### src/rtl/univ_shift_reg.sv
// -----------------------------------------------------------------------------
// univ_shift_reg
//
// Parametrised universal shift register. One bank of flops covers hold,
// serial shift right/left, rotate right/left, parallel load and clear, so the
// same block serves SISO, SIPO, PISO and PIPO roles. A shift counter tracks
// progress through a WIDTH-bit frame and raises a registered one-cycle
// frame_done pulse when the WIDTH-th shift completes.
//
// Parameters:
//   WIDTH      register width in bits (2..64)
//   RESET_VAL  value loaded into q on reset
//
// Ports:
//   clk        rising-edge clock
//   rst        synchronous reset, active-low (overrides en and mode)
//   en         operation enable; 0 freezes q and cnt
//   mode       operation select (see mode_e below)
//   sin_r      serial input for shift right, enters at q[WIDTH-1]
//   sin_l      serial input for shift left, enters at q[0]
//   pdata      parallel load data
//   q          register contents
//   sout_r     serial out for right shift (q[0])
//   sout_l     serial out for left shift (q[WIDTH-1])
//   cnt        shifts since the last load, clear, reset or frame wrap
//   frame_done one-cycle pulse after the WIDTH-th shift of a frame
// -----------------------------------------------------------------------------
module univ_shift_reg #(
  parameter int               WIDTH     = 8,
  parameter logic [WIDTH-1:0] RESET_VAL = '0,
  localparam int              CW        = $clog2(WIDTH + 1)
) (
  input  logic             clk,
  input  logic             rst,
  input  logic             en,
  input  logic [2:0]       mode,
  input  logic             sin_r,
  input  logic             sin_l,
  input  logic [WIDTH-1:0] pdata,
  output logic [WIDTH-1:0] q,
  output logic             sout_r,
  output logic             sout_l,
  output logic [CW-1:0]    cnt,
  output logic             frame_done
);

  typedef enum logic [2:0] {
    MODE_HOLD  = 3'b000,
    MODE_SHR   = 3'b001,
    MODE_SHL   = 3'b010,
    MODE_LOAD  = 3'b011,
    MODE_ROTR  = 3'b100,
    MODE_ROTL  = 3'b101,
    MODE_CLEAR = 3'b110,
    MODE_RSVD  = 3'b111
  } mode_e;

  mode_e            op;
  logic [WIDTH-1:0] qNext;
  logic [CW-1:0]    cntNext;
  logic             frameNext;
  logic             isShift;
  logic             lastShift;

  assign op = mode_e'(mode);

  // Serial taps come straight off the register so they follow q in the same
  // cycle it updates.
  assign sout_r = q[0];
  assign sout_l = q[WIDTH-1];

  // The counter wraps on the shift that would take it to WIDTH, which is
  // exactly the shift that completes a frame.
  assign lastShift = (cnt == CW'(WIDTH - 1));

  // Next-state data path. The reserved encoding falls into the default arm
  // and behaves as hold. Everything defaults to "no change" so that en=0
  // leaves the register and counter untouched.
  always_comb begin
    qNext   = q;
    isShift = 1'b0;
    if (en) begin
      case (op)
        MODE_SHR: begin
          qNext   = {sin_r, q[WIDTH-1:1]};
          isShift = 1'b1;
        end
        MODE_SHL: begin
          qNext   = {q[WIDTH-2:0], sin_l};
          isShift = 1'b1;
        end
        MODE_LOAD:  qNext = pdata;
        MODE_ROTR: begin
          qNext   = {q[0], q[WIDTH-1:1]};
          isShift = 1'b1;
        end
        MODE_ROTL: begin
          qNext   = {q[WIDTH-2:0], q[WIDTH-1]};
          isShift = 1'b1;
        end
        MODE_CLEAR: qNext = '0;
        default:    qNext = q;
      endcase
    end
  end

  // Frame counter. Shifts in either direction advance it; load and clear
  // restart the frame; anything else freezes it. frame_done is only ever set
  // by the wrapping shift, so it drops again on the following cycle unless
  // another wrap happens.
  always_comb begin
    cntNext   = cnt;
    frameNext = 1'b0;
    if (en) begin
      if (isShift) begin
        if (lastShift) begin
          cntNext   = '0;
          frameNext = 1'b1;
        end else begin
          cntNext = cnt + CW'(1);
        end
      end else if (op == MODE_LOAD || op == MODE_CLEAR) begin
        cntNext = '0;
      end
    end
  end

  // State register with synchronous active-low reset, which wins over en and
  // mode and discards any partial frame.
  always_ff @(posedge clk) begin
    if (!rst) begin
      q          <= RESET_VAL;
      cnt        <= '0;
      frame_done <= 1'b0;
    end else begin
      q          <= qNext;
      cnt        <= cntNext;
      frame_done <= frameNext;
    end
  end

endmodule

### config.mk
export PLATFORM = sky130hd
export DESIGN_NAME = univ_shift_reg
export DESIGN_NICKNAME = d
export VERILOG_FILES = /design/src/rtl/univ_shift_reg.sv
export SDC_FILE = /design/constraint.sdc
export NUM_CORES = 1
export LEC_CHECK = 0
export BUFFER_PORTS_ARGS = -buffer_cell sky130_fd_sc_hd__buf_4
export CAP_MARGIN = 20
export CORE_ASPECT_RATIO = 1.5
export CORE_MARGIN = 2
export CORE_UTILIZATION = 32
export DETAILED_ROUTE_END_ITERATION = 7
export PLACE_DENSITY = 0.64
export RECOVER_POWER = 25
export SETUP_SLACK_MARGIN = 0.15
export SYNTH_ARGS = -nofsm -noshare
export SYNTH_HDL_FRONTEND = slang
export SYNTH_SLANG_ARGS = --single-unit
### constraint.sdc
create_clock -name clk -period 1.7 [get_ports clk]
set_input_delay 0 -clock clk [delete_from_list [all_inputs] [get_ports clk]]
set_output_delay 0 -clock clk [all_outputs]
set_load 0.03 [all_outputs]
==> results.ini, run 1 <==
[cts]
cts-hold-fix-buffers=0
clk_pin_slew_ps=60
clock-sinks=13
cts_tree=yes
numCtsBuffers=3
clock_latency_ps=250
clock-root-buffer=clkbuf_8
htreeDepth=1
post_cts_buffers=0
ctsResizeCount=0
clockBufferDepth=2

[setup_path]
cpPeakStageDelay_ps=400
cp-start-kind=register
crit_path_end_kind=register
slowest_stage=dfxtp_1
critPathBufInv=0
worstPathCellList=ha_1, a21boi_0, o21a_1, a32o_1
cp_top_family=compound AO/OA/AOI/OAI gates
crit_fanout=5
arrival_ps=1400
r2r_setup_slack_ps=440
crit_cells=4
startpoint=cnt[0]
crit_required_ps=1840
worstReg2RegEnd=cnt[2]
worst_r2r_path_depth=4
critPathKind=register to register
r2r_start=cnt[0]

[grt]
grt_pass1_vias=863
antenna_found_initial=0
grt.total_usage=0.159
grt_remaining_overflow=0
grt_max_degree=23
grt_pass1_wl_um=3770

[sta]
finalClockSkew_ps=2.07
relSlewSlack=0.623
hold_viol_final=0
tns_ps=0
rsz0062_at_grt=false
max_freq_ghz=0.794
layout_min_cycle_time_ps=1260
fin_crit_sh=0.741
final-setup-viol-count=0
drv_slew=0
tightest_slew_ps=565

[run]
maxCapViolCount=0

[cells_and_area]
layout-drive-gt1-share=0.203
num-nets-final=156
areaGrowthSynthToFinish_pct=24.2
register_area_um2=260
final_common_cell=buf_4
fin_util=0.417
fillCellCount=288
mostFrequentLayoutCells=buf_4, o21ai_0, dfxtp_1
multi_input_area_um2=559
n_antenna_cell=0
design_area_mm2=0.00112

[floorplanning]
die-width_um=47.3
io_pins=31
start_util=0.336
fp.dieArea_mm2=0.00326
rows=23
coreArea_mm2=0.00268
fp.dieH_um=68.9

[drt]
wl_um=2400
drc=0
wl_per_cell_um=13.7
routed-via-count=986
drt-pass1-iter-count=4
drt-initial-drc-count=30
vias_per_cell=5.63
drt.antenna.violating_nets=0

[place]
placed_cell_area_mm2=0.00110
gp_congestion=0.781
io_buffers=30
dp_hpwl_um=1750

[status]
status=finished, final reports clean

[synth]
yosysWarnings=0
netlist_instances=116
synth-seq-cells=13
syn_avg_cell_area_um2=7.76
yosysSeqAreaShare=0.289
synth_nets=133
synthDistinctLibCells=38
synthesis.area_um2=900

[hold_path]
hold_depth=2
hold_class=input pin to register
whs_endpoint=q[1]
hp-start=en

[power_and_ir_drop]
power.leakage_nw=0.444
power.density_mw_per_mm2=764
peakVddDrop_mv=0.359

## metrics by stage
| step | instances | hold WS [ps] | setup slack, ps | power (W) |
|---|---|---|---|---|
| after detailed placement | 171 | 306 | 453 | 0.000578 |
| after CTS | 175 | 50.0 | 443 | 0.000866 |
| final | 175 | 52.6 | 441 | 0.000853 |
| after global routing | 175 | 60.4 | 369 | 0.000898 |
| after floorplan | 116 | 142 | 345 | 0.000506 |
| after global placement | 171 | 308 | 476 | 0.000576 |
## layer usage
layer	routed length (um)	track usage
met4	41	0.0799
met5	0	0
met1	1010	0.201
met2	1210	0.250
met3	139	0.0260
## registers in the layout (all words and copies together) (netlist names)
name / flops
frame_done: 1
cnt: 4
q: 8
## final cells by class
| cell class | instances | area share |
|---|---|---|
| Inverter | 2 | 0.00672 |
| Sequential cell | 13 | 0.233 |
| Tap cell | 37 | 0.0414 |
| Clock buffer | 4 | 0.0403 |
| Timing Repair Buffer | 30 | 0.178 |
| Multi-Input combinational cell | 89 | 0.501 |
## worst max path at each step
| stage | end | slack, ps |
|---|---|---|
| after floorplan | cnt[2] | 350 |
| after global placement | cnt[2] | 480 |
| after detailed placement | cnt[2] | 450 |
| after CTS | cnt[2] | 440 |
| after global routing | cnt[2] | 370 |
| final | cnt[2] | 440 |
## Yosys cell counts (all sizes together)
library cell / number / area [um2]
nand2b: 3 / 18.8
a31oi: 6 / 37.5
a21boi: 1 / 7.51
o21ai: 21 / 105
dfxtp: 13 / 260
a21o: 1 / 7.51
nand3b: 2 / 15.0
a22oi: 2 / 15.0
o31ai: 1 / 7.51
buf: 8 / 57.6
o221a: 1 / 11.3
inv: 2 / 7.51
nor4b: 1 / 8.76
o221ai: 1 / 8.76
nor2: 3 / 11.3
and3: 3 / 23.8
nor3b: 1 / 7.51
xnor2: 1 / 8.76
and2: 1 / 6.26
o2111ai: 2 / 17.5
nor2b: 4 / 25.0
a32o: 1 / 10.0
clkbuf: 4 / 15.0
o21bai: 1 / 7.51
a211o: 5 / 43.8
nand2: 7 / 26.3
or3: 2 / 17.5
xor2: 1 / 8.76
a21oi: 8 / 40.0
o21a: 1 / 7.51
nand3: 5 / 25.0
and3b: 2 / 17.5
ha: 1 / 12.5
## cell families after synthesis
logic type               Yosys count  synth area share
XOR/XNOR                           2            0.0195
flip-flops                        13             0.289
AO/OA/AOI/OAI                     52             0.363
buffers and inverters             14            0.0890
AND/OR/NAND/NOR                   34             0.225
adder cells (fa/ha/maj)            1            0.0139
## report_power, final
part	internal (W)	switching (W)
combinational	0.0000913	0.000130
sequential	0.000323	0.0000202
clock	0.000166	0.000123
(Power assumes the default switching activity.)
==> run 2, diff against run 1 <==
- clock period: 1.7 -> 1.3 ns (I/O delays scaled with it)
==> run 2 against run 1 <==
Critical path depth unchanged. Worst hold slack got worse by 1.3 ps. Via count fell by 1.2%. Clock skew barely moved. Clock-buffer cell count did not move. Worst setup slack lost 240 ps. Wire length is 0.12% lower. Combinational power up 33%. Register-to-register slack worse by 240 ps. Global-route usage decreased by 0.33 points. Largest cell class unchanged. Non-clock buffer count up 2.
==> results.ini, run 2 (synthesis gave the netlist of run 1 again) <==
[status]
status=finished, final reports clean  ; unchanged

[setup_path]
worst_r2r_path_depth=4  ; unchanged
crit_required_ps=1440  ; was 1840 ps
worstPathCellList=ha_4, a21boi_0, o21a_1, a32o_1  ; was ha_1, a21boi_0, o21a_1, a32o_1
r2r_setup_slack_ps=210  ; was 440 ps
crit_fanout=5  ; unchanged
cpPeakStageDelay_ps=380  ; was 400 ps
crit_end=cnt[2]  ; unchanged
arrival_ps=1230  ; was 1400 ps
cp-start-kind=register  ; unchanged
crit_path_end_kind=register  ; unchanged
critPathKind=register to register  ; unchanged
slowest_stage=dfxtp_4  ; was dfxtp_1
startpoint=cnt[0]  ; unchanged
cp_top_family=compound AO/OA/AOI/OAI gates  ; unchanged
worstReg2RegEnd=cnt[2]  ; unchanged
critPathBufInv=0  ; unchanged
r2r_start=cnt[0]  ; unchanged
crit_cells=4  ; unchanged

[sta]
hold_viol_final=0  ; unchanged
max_freq_ghz=0.913  ; was 0.794 GHz
tightest_slew_ps=378  ; was 565 ps
final-setup-viol-count=0  ; unchanged
relSlewSlack=0.748  ; was 0.623
whs_ps=51.3  ; was 52.6 ps
tns_ps=0  ; unchanged
finalClockSkew_ps=1.89  ; was 2.07 ps
drv_slew=0  ; unchanged
rsz0062_at_grt=false  ; unchanged
fin_crit_sh=0.842  ; was 0.741
setup_ws_ps=205  ; was 441 ps
layout_min_cycle_time_ps=1090  ; was 1260 ps

[place]
dp_hpwl_um=1700  ; was 1750 um
placed_cell_area_mm2=0.00112  ; was 0.00110 mm2
gp_congestion=0.794  ; was 0.781
post-place-ws_ps=137  ; was 453 ps
io_buffers=30  ; unchanged

[floorplanning]
io_pins=31  ; unchanged
coreArea_mm2=0.00268  ; unchanged
fp.dieArea_mm2=0.00326  ; unchanged
fp.dieH_um=68.9  ; unchanged
start_util=0.336  ; unchanged
rows=23  ; unchanged
die-width_um=47.3  ; unchanged

[hold_path]
hold_depth=2  ; unchanged
hold_class=input pin to register  ; unchanged

[cells_and_area]
top_register=q  ; unchanged
top_regs=q (8), cnt (4), frame_done (1)  ; unchanged
areaGrowthSynthToFinish_pct=28.7  ; was 24.2%
largest_register_ff_count=8  ; unchanged
fillCellCount=301  ; was 288
final_common_cell=buf_4  ; unchanged
design_area_mm2=0.00116  ; was 0.00112 mm2
num-nets-final=158  ; was 156
n_antenna_cell=0  ; unchanged
layout-drive-gt1-share=0.250  ; was 0.203
mostFrequentLayoutCells=buf_4, o21ai_0, dfxtp_1  ; unchanged

[power_and_ir_drop]
power.leakage_nw=0.458  ; was 0.444 nW
power.density_mw_per_mm2=961  ; was 764 mW/mm2
peakVddDrop_mv=0.440  ; was 0.359 mV
power_w=0.00111  ; was 0.000853 W

[drt]
drt-pass1-iter-count=4  ; unchanged
drc=0  ; unchanged
wl_um=2400  ; about the same
routed-via-count=974  ; was 986
drt-initial-drc-count=33  ; was 30
drt.antenna.violating_nets=0  ; unchanged
wl_per_cell_um=13.6  ; was 13.7 um
vias_per_cell=5.50  ; was 5.63

[cts]
clock_latency_ps=240  ; was 250 ps
numCtsBuffers=3  ; unchanged
cts_tree=yes  ; unchanged
htreeDepth=1  ; unchanged
clock-sinks=13  ; unchanged
clock-root-buffer=clkbuf_8  ; unchanged
clockBufferDepth=2  ; unchanged
clk_pin_slew_ps=60  ; about the same

[grt]
grt.total_usage=0.155  ; was 0.159
grt_pass1_wl_um=3700  ; was 3770 um
grt_max_degree=19  ; was 23
antenna_found_initial=0  ; unchanged
grt_remaining_overflow=0  ; unchanged
grt_pass1_vias=870  ; was 863

[run]
maxCapViolCount=0  ; unchanged

==> run 2: how the worst min path moves through the flow <==
stage	from	to	slack, ps
after floorplan	rst	q[1]	140
after global placement	en	q[1]	300
after detailed placement	en	q[5]	310
after CTS	en	q[5]	50
after global routing	en	q[6]	60
final	en	q[3]	50
==> run 2: where the power goes <==
| part | leakage [nW] | switching, W | total [W] | internal [W] |
|---|---|---|---|---|
| Sequential | 0.109 | 0.0000283 | 0.000449 | 0.000421 |
| Clock | 0.0228 | 0.000151 | 0.000368 | 0.000217 |
| Combinational | 0.327 | 0.000170 | 0.000295 | 0.000125 |
==> run 2: per-layer routing <==
metal,vias to the layer above,track usage,wire length (um)
met3,5,0.0260,132
met1,457,0.182,1070
met2,30,0.252,1150
met5,-,0,0
li1,482,-,-
met4,0,0.0972,47
==> run 2: area by class of cell <==
cell class	count	area, um2	area share
tap	37	46.3	0.0400
multi-input combinational	89	572	0.494
clock buffer	4	45.0	0.0389
sequential	13	269	0.232
inverter	2	7.51	0.00649
timing repair buffer	32	218	0.188
==> run 2: stage by stage <==
stage,utilization,std cells
after global placement,0.420,173
after global routing,0.432,177
after detailed placement,0.420,173
final,0.432,177
after floorplan,-,116
after CTS,0.440,177
==> run 2: repair_timing <==
item / in CTS / in global routing
buffers inserted: 0 / 0
hold buffers: 0 / 0
endpoints found under the hold margin: 0 / 0
gates resized for setup: 1 / 1
gates cloned: 0 / 0
setup endpoints to repair: 1 / 1
==> run 3, diff against run 2 <==
- clock period: 1.3 -> 1.1 ns (I/O delays scaled with it)
==> run 3 against run 2 <==
Via count rose by 6.9%. Wire length rose by 13%. Largest power group unchanged. Combinational power increased by 31%. Non-clock buffer count up 7. Clock skew about the same.
==> results.ini, run 3 (synthesis gave the netlist of run 1 again) <==
[grt]
grt_pass1_wl_um=4200  ; was 3700 um
grt-busiest-layer=met2  ; unchanged
use_met3=0.0260  ; unchanged
grt_pass1_vias=968  ; was 870
grt.total_usage=0.178  ; was 0.155
grtUsageMet1=0.194  ; was 0.182
grt_remaining_overflow=0  ; unchanged
grt_max_degree=17  ; was 19
antenna_found_initial=0  ; unchanged
grt_use_met2=0.331  ; was 0.252

[place]
dp_hpwl_um=1950  ; was 1700 um
io_buffers=30  ; unchanged
gp_congestion=0.765  ; was 0.794
post-place-ws_ps=1.51  ; was 137 ps
placed_cells=178  ; was 173
placed_cell_area_mm2=0.00118  ; was 0.00112 mm2

[cts]
cts_tree=yes  ; unchanged
clockBufferDepth=2  ; unchanged
clock_latency_ps=240  ; about the same
clk_pin_slew_ps=60  ; about the same
htreeDepth=1  ; unchanged
clock-root-buffer=clkbuf_8  ; unchanged
numCtsBuffers=3  ; unchanged
cts-hold-fix-buffers=0  ; unchanged
clock-sinks=13  ; unchanged

[drt]
vias_per_cell=5.66  ; was 5.50
routed-via-count=1041  ; was 974
drt.antenna.violating_nets=0  ; unchanged
drt-initial-drc-count=24  ; was 33
wl_per_cell_um=14.7  ; was 13.6 um
drc=0  ; unchanged
drt-pass1-iter-count=4  ; unchanged
wl_um=2700  ; was 2400 um

[cells_and_area]
largest_register_ff_count=8  ; unchanged
top_regs=q (8), cnt (4), frame_done (1)  ; unchanged
mostFrequentLayoutCells=buf_4, o21ai_0, nand2_1, a21oi_1, dfxtp_2  ; was buf_4, o21ai_0, dfxtp_1
top_register=q  ; unchanged
num-nets-final=165  ; was 158
final_common_cell=buf_4  ; unchanged
n_antenna_cell=0  ; unchanged
layout-drive-gt1-share=0.361  ; was 0.250
finalNonFillerCells=184  ; was 177
areaGrowthSynthToFinish_pct=37.6  ; was 28.7%
design_area_mm2=0.00124  ; was 0.00116 mm2

[floorplanning]
start_util=0.336  ; unchanged
io_pins=31  ; unchanged
rows=23  ; unchanged
fp.dieH_um=68.9  ; unchanged
fp.dieArea_mm2=0.00326  ; unchanged
die-width_um=47.3  ; unchanged
coreArea_mm2=0.00268  ; unchanged

[sta]
fin_crit_sh=0.949  ; was 0.842
setup_ws_ps=56.4  ; was 205 ps
hold_viol_final=0  ; unchanged
layout_min_cycle_time_ps=1040  ; was 1090 ps
rsz0062_at_grt=true  ; was false
tightest_slew_ps=416  ; was 378 ps
final-setup-viol-count=0  ; unchanged
finalClockSkew_ps=1.74  ; was 1.89 ps
relSlewSlack=0.723  ; was 0.748
drv_slew=0  ; unchanged
max_freq_ghz=0.958  ; was 0.913 GHz

[setup_path]
crit_fanout=4  ; was 5
cp_top_family=flip-flops  ; was compound AO/OA/AOI/OAI gates
slowest_stage=dfxtp_4  ; unchanged
worstPathCellList=ha_4, and3b_1, nor2_1, a22oi_1, nor2b_1  ; was ha_4, a21boi_0, o21a_1, a32o_1
cpPeakStageDelay_ps=370  ; was 380 ps
critPathKind=register to register  ; unchanged
arrival_ps=1170  ; was 1230 ps
crit_required_ps=1230  ; was 1440 ps
cp-start-kind=register  ; unchanged
critPathBufInv=0  ; unchanged
crit_path_end_kind=register  ; unchanged

[run]
maxCapViolCount=0  ; unchanged

[status]
status=finished, final reports clean  ; unchanged

[power_and_ir_drop]
power.leakage_nw=0.504  ; was 0.458 nW
power.density_mw_per_mm2=1090  ; was 961 mW/mm2
peakVddDrop_mv=0.624  ; was 0.440 mV

[hold_path]
hold_class=input pin to register  ; unchanged

[run 3: layer usage]
| metal | part of all wire | wire length, um |
|---|---|---|
| met5 | 0 | 0 |
| met4 | 0.013 | 34 |
| met3 | 0.050 | 135 |
| met2 | 0.53 | 1430 |
| met1 | 0.41 | 1100 |
[run 3: final timing paths]
check	from	end	slack, ps	cells past startpoint
worst min register to register	cnt[3]	cnt[3]	510	2
worst max-delay path	cnt[1]	cnt[0]	60	5
worst max register to register	cnt[1]	cnt[0]	60	5
worst min-delay path	en	q[1]	50	2
[run 3: worst reg2reg max path, cell delays in order, from the launching register on]
cell and delay [ps]:
dfxtp_4 370, ha_4 160, and3b_1 170, nor2_1 40
a22oi_1 130, nor2b_1 70
[run 3: metrics by stage]
stage / utilization / TNS, ps / hold slack, ps / power (W)
after floorplan: - / 0 / 142 / 0.000786
after global placement: 0.441 / 0 / 295 / 0.000914
after detailed placement: 0.441 / 0 / 297 / 0.000920
after CTS: 0.463 / 0 / 45.1 / 0.00135
after global routing: 0.462 / -78.3 / 48.3 / 0.00142
final: 0.462 / 0 / 45.8 / 0.00134
[run 3: area by class of cell]
cell class / instances / area (um2)
fillers: 290 / 1440
multi-input cells: 89 / 584
flip-flops and latches: 13 / 280
repair buffers: 39 / 274
well taps: 37 / 46.3
clock buffers: 4 / 45.0
inverters: 2 / 7.51
[run 3: what timing repair did]
action	4_1_cts	5_1_grt
cloned	0	0
buffers inserted	1	1
resized for setup	2	3
pin swaps	1	1
setup endpoints to repair	5	6
[run 3: power breakdown]
part	internal, W	leakage [nW]	total [W]	switching [W]
logic	0.000172	0.370	0.000385	0.000213
clock network	0.000256	0.0228	0.000426	0.000170
registers	0.000499	0.111	0.000534	0.0000348
